<file path="config.mk">
export PLATFORM = sky130hd
export DESIGN_NAME = sort_net_pipe
export DESIGN_NICKNAME = d
export VERILOG_FILES = /design/src/rtl/sort_pkg.sv /design/src/rtl/sort_stage.sv /design/src/rtl/sort_net_pipe.sv
export SDC_FILE = /design/constraint.sdc
export NUM_CORES = 1
export LEC_CHECK = 0
export CAP_MARGIN = 40
export CORE_MARGIN = 5
export CORE_UTILIZATION = 50
export DETAILED_ROUTE_END_ITERATION = 10
export PLACE_DENSITY = 0.71
export RECOVER_POWER = 50
export SLEW_MARGIN = 10
export SYNTH_ARGS = -nofsm -noshare
export SYNTH_HDL_FRONTEND = slang
export SYNTH_HIERARCHICAL = 1
export SYNTH_SLANG_ARGS = --single-unit
</file>
<file path="constraint.sdc">
create_clock -name clk -period 3.2 [get_ports clk]
set_clock_uncertainty 0.05 [all_clocks]
set_input_delay 0.48 -clock clk [delete_from_list [all_inputs] [get_ports clk]]
set_output_delay 0.48 -clock clk [all_outputs]
set_load 0.01 [all_outputs]
</file>
<file path="src/rtl/sort_pkg.sv">
// Shared types and elaboration-time helpers for the pipelined bitonic sorter.
package sort_pkg;

  typedef enum logic {
    DIR_ASC  = 1'b0,
    DIR_DESC = 1'b1
  } dir_e;

  // Control part of a stage record. The data part depends on N and W, so the
  // top wraps this together with its key bus into the full stage record.
  typedef struct packed {
    logic valid;
    logic desc;
  } stage_tag_t;

  // Number of compare-exchange layers in a bitonic network of n elements:
  // log2(n) * (log2(n) + 1) / 2.
  function automatic int num_stages(input int n);
    int l = 0;
    for (int t = 1; t < n; t = t * 2) l++;
    return l * (l + 1) / 2;
  endfunction

  // Base direction of the pair anchored at index i in the merge of block size k,
  // before the per-vector desc bit is applied.
  function automatic dir_e pair_dir(input int i, input int k);
    return ((i & k) == 0) ? DIR_ASC : DIR_DESC;
  endfunction

endpackage

</file>
<file path="src/rtl/sort_stage.sv">
// One combinational compare-exchange layer of the bitonic network (block size K,
// partner distance J). Purely combinational; the stage register lives in the top.
module sort_stage
  import sort_pkg::*;
#(
  parameter int W = 4,
  parameter int N = 4,
  parameter int K = 2,
  parameter int J = 1
) (
  input  logic           desc,
  input  logic [N*W-1:0] keys,
  output logic [N*W-1:0] result
);

  // Every index belongs to exactly one pair, so each result slice has one driver.
  for (genvar i = 0; i < N; i++) begin : g_pair
    if ((i ^ J) > i) begin : g_cx
      localparam int P = i ^ J;
      localparam bit BASE_DESC = (pair_dir(i, K) == DIR_DESC);

      logic [W-1:0] a;
      logic [W-1:0] b;
      logic         pair_desc;
      logic         swap;

      assign a         = keys[i*W +: W];
      assign b         = keys[P*W +: W];
      assign pair_desc = BASE_DESC ^ desc;
      // Strict compares: equal keys stay where they are.
      assign swap      = pair_desc ? (a < b) : (a > b);

      assign result[i*W +: W] = swap ? b : a;
      assign result[P*W +: W] = swap ? a : b;
    end
  end

endmodule

</file>
<file path="src/rtl/sort_net_pipe.sv">
// Fully pipelined bitonic sorting network: one N-key vector per cycle in,
// sorted (ascending or descending per vector) out STAGES cycles later.
// A single global enable stalls the whole pipe, bubbles included.
module sort_net_pipe
  import sort_pkg::*;
#(
  parameter int W = 4,
  parameter int N = 4
) (
  input  logic           clk,
  input  logic           rstN,
  input  logic           inValid,
  output logic           inReady,
  input  logic [N*W-1:0] inData,
  input  logic           inDesc,
  output logic           outValid,
  input  logic           outReady,
  output logic [N*W-1:0] outData,
  output logic           outDesc
);

  localparam int LOG2N  = $clog2(N);
  localparam int STAGES = num_stages(N);

  if (N < 2 || (N & (N - 1)) != 0) begin : g_bad_n
    $error("sort_net_pipe: N must be a power of two and at least 2");
  end
  if (W < 1) begin : g_bad_w
    $error("sort_net_pipe: W must be at least 1");
  end

  typedef struct packed {
    stage_tag_t     tag;
    logic [N*W-1:0] data;
  } stage_t;

  stage_t         st_q     [STAGES];
  logic [N*W-1:0] lay_keys [STAGES];
  logic [N*W-1:0] lay_res  [STAGES];
  stage_tag_t     lay_tag  [STAGES];
  logic           en;

  // Stage numbering: merges k = 2..N in order, within each k partner
  // distance j = k/2 down to 1.
  for (genvar kk = 1; kk <= LOG2N; kk++) begin : g_k
    for (genvar jj = 0; jj < kk; jj++) begin : g_j
      localparam int S = kk * (kk - 1) / 2 + jj;
      localparam int K = 1 << kk;
      localparam int J = 1 << (kk - 1 - jj);

      if (S == 0) begin : g_first
        assign lay_keys[S] = inData;
        assign lay_tag[S]  = '{valid: inValid, desc: inDesc};
      end else begin : g_next
        assign lay_keys[S] = st_q[S-1].data;
        assign lay_tag[S]  = st_q[S-1].tag;
      end

      sort_stage #(
        .W(W),
        .N(N),
        .K(K),
        .J(J)
      ) u_stage (
        .desc  (lay_tag[S].desc),
        .keys  (lay_keys[S]),
        .result(lay_res[S])
      );
    end
  end

  // Pipe advances unless the output holds a vector nobody is taking; inReady is
  // therefore combinational from outValid and outReady.
  always_comb begin
    en      = !outValid || outReady;
    inReady = en;
  end

  // Stage registers: capture each layer's result, or hold everything on stall.
  always_ff @(posedge clk or negedge rstN) begin
    if (!rstN) begin
      for (int s = 0; s < STAGES; s++) st_q[s] <= '0;
    end else if (en) begin
      for (int s = 0; s < STAGES; s++) st_q[s] <= '{tag: lay_tag[s], data: lay_res[s]};
    end
  end

  // Outputs come straight from the last stage register.
  always_comb begin
    outValid = st_q[STAGES-1].tag.valid;
    outDesc  = st_q[STAGES-1].tag.desc;
    outData  = st_q[STAGES-1].data;
  end

endmodule

</file>
==> flow_summary.json <==
{
  "place_ws_ns": 0.229,
  "r2r_end": "lay_keys[15]$_DFFE_PN0P_",
  "diodes": 0,
  "syn_area_per_cell_um2": 11.9,
  "final_cell_area_um2": 4760,
  "finalSetupViolCount": 0,
  "async_flop_share": 1.00,
  "grt_overflow": 0,
  "min_path_type": "in -> async",
  "cts.sinks": 54,
  "pwr-share-clk": 0.079,
  "wl_per_cell_um": 16.1,
  "path_clk_slew_ns": 0.11,
  "cts_root_buf": "clkbuf_8",
  "cts_buffers": 5,
  "synth_xor_area_frac": 0,
  "crit_slowest_cell": "clkbuf_2",
  "syn_to_final_growth_pct": 10.7,
  "io_buffer_count": 39,
  "rows": 33,
  "violations": "capacitance limit, slew limit",
  "synth_area_um2": 4300,
  "num_io_pins": 40,
  "detailed_place.area_um2": 4700,
  "cp.arrival_ns": 2.99,
  "dieArea_um2": 10600,
  "worst_slack_ns": 0.356,
  "finalWirelength_um": 8100,
  "r2r_start": "outValid$_DFFE_PN0P_",
  "ys_seq_area_frac": 0.314,
  "grt_max_degree": 55,
  "crit_chain": "dlygate4sd3_1 > nand2b_1 > clkbuf_2 > mux2_2",
  "leakagePower_nw": 2.32,
  "drtIter0Drc": 118,
  "tightest_slew_ns": 1.85,
  "htree_levels": 2,
  "core_area_um2": 8300,
  "synthMuxAreaShare": 0.348,
  "ys_top_cells_by_area": "dfrtp_1, mux2_4, mux2i_1, ha_1, a22oi_1",
  "share_comb_of_total_power": 0.647,
  "drive_gt1_frac": 0.268,
  "cp.required_ns": 3.35,
  "synth_warnings": 6,
  "yosysTopAreaCell": "dfrtp_1",
  "drtAntennaViolNets": 0,
  "switchingPower_mw": 1.94,
  "start_kind": "input pin",
  "synth-compound-area-share": 0.143,
  "nNetsFinal": 443,
  "final.period_utilization": 0.889,
  "maxCapViolations": 1,
  "tns_ns": 0,
  "cts_tree": "yes",
  "antenna_found_initial": 0,
  "ctsResizeCount": 0,
  "synth_enable_flop_cells": 0,
  "postCtsHoldBufs": 0,
  "fmax_mhz": 352,
  "track_usage": 0.161,
  "die_w_um": 103,
  "drt-pass1-iter-count": 5,
  "dr_total_vias": 2913,
  "synth_cell_types": 26,
  "r2r_slack_ns": 0.68,
  "yosysTopAreaCellShare": 0.314,
  "ys_ff_latch": 54,
  "slowest_delay_ns": 1.33,
  "synth_top_family_by_area": "multiplexers",
  "syn_nets": 406,
  "grt_pass1_vias": 2925,
  "synth_fa_ha_area_frac": 0.0698,
  "power_mw": 4.93,
  "p_int_mw": 3.00,
  "status": "finished with violations",
  "r2r_cells": 3,
  "syn_inst": 361,
  "via_per_inst": 5.78,
  "fin_util": 0.574,
  "die_h_um": 103,
  "clockBufferDepth": 2,
  "hpwl_um": 6140,
  "final_hold_viol_count": 0,
  "ys.flop_type": "dfrtp_1",
  "rsz0062_at_grt": "no",
  "final.min_clock_period_ns": 2.84,
  "drc": 0,
  "maxSlewViolCount": 55,
  "sw_frac_of_total": 0.392,
  "path_class": "in -> reg",
  "synth-simple-area-share": 0.0654,
  "cp-end-kind": "flop",
  "vdd_ir_drop_max_v": 0.000382,
  "worst-path-max-fanout": 54,
  "power_frac_seq": 0.274,
  "p_per_area_nw_per_um2": 1040,
  "grt_pass1_wl_um": 13700,
  "place_congestion": 0.773,
  "start_util": 0.518,
  "relSlewSlack": -0.235,
  "clock_latency_ns": 0.32,
  "post-cts-setup-buffer-count": 0
}
layer usage:
layer,global-route usage,wire length [µm]
met1,0.215,3880
met2,0.275,3860
met3,0.0203,213
met4,0.0498,152
met5,0,0
worst max-delay path by stage:
stage                     startpoint                        to  slack [ns]  depth (start not counted)
after floorplan            inData[7]  lay_keys[19]$_DFFE_PN0P_        0.93                          7
after global placement    inData[15]  lay_keys[25]$_DFFE_PN0P_        0.29                          8
after detailed placement  inData[15]  lay_keys[26]$_DFFE_PN0P_        0.23                          8
after CTS                 inData[15]  lay_keys[26]$_DFFE_PN0P_        0.56                          8
after global routing        outReady    lay_tag[1]$_DFFE_PN0P_        0.28                          4
final                       outReady  lay_keys[15]$_DFFE_PN0P_        0.36                          4
kinds of logic (layout without fill, tap and decap cells):
kind of cell,Yosys count,after routing
adder cells (fa/ha/maj),24,24
AO/OA/AOI/OAI,80,80
AND/OR/NAND/NOR,49,49
buffers and inverters,38,76
multiplexers,116,116
flip-flops,54,54
critical path, delay by kind of cell:
kind / cells / cell delay (ns)
buffers and inverters: 2 / 1.84
muxes: 1 / 0.44
and+or+nand+nor: 1 / 0.15
registers in the layout, summed over array words and instances, names as in the netlist:
register,count
lay_keys,32
lay_tag,4
outData,16
outDesc,1
outValid,1
stage by stage:
step                instances  hold slack [ns]
global route              504            0.337
floorplan                 361            0.134
CTS                       504           0.0312
detailed placement        496            0.388
finish                    504            0.231
global placement          496            0.376
power groups by stage:
stage          registers [mW]  logic (mW)  clock network, mW
3_5_place_dp             1.36        3.20                  0
5_1_grt                  1.40        3.48              0.428
3_3_place_gp             1.35        3.10                  0
6_report                 1.35        3.19              0.391
4_1_cts                  1.35        3.21              0.407
2_1_floorplan            1.27        2.60                  0
cell usage in the layout, fill, tap and decap left out, types with 4 or more instances in the layout:
cell / instances
nand2_2: 5
dfrtp_1: 54
mux2i_1: 43
clkbuf_8: 5
inv_1: 24
mux2_2: 8
ha_1: 24
mux2_4: 63
a22oi_1: 28
a21oi_1: 34
nand4_1: 5
clkdlybuf4s50_1: 34
nor2b_4: 5
a21boi_0: 5
nand2_1: 29
dlygate4sd3_1: 4
cells in the mapped netlist, types with 5 or more instances:
cell	instances
nand2_2	5
mux2_2	8
nand4_1	5
ha_1	24
dfrtp_1	54
mux2i_1	43
a21boi_0	5
nand2_1	29
clkbuf_1	6
inv_1	24
mux2_4	65
a22oi_1	28
buf_12	6
nor2b_4	5
a21oi_1	34
final cells by class:
cell class | instances | area (µm²)
Timing Repair Buffer | 44 | 417
Clock inverter | 3 | 23.8
Sequential cell | 54 | 1350
Fill cell | 693 | 3540
Multi-Input combinational cell | 269 | 2680
Clock buffer | 5 | 68.8
Tap cell | 105 | 131
Inverter | 24 | 90.1
Power figures use the tool's default switching activity.
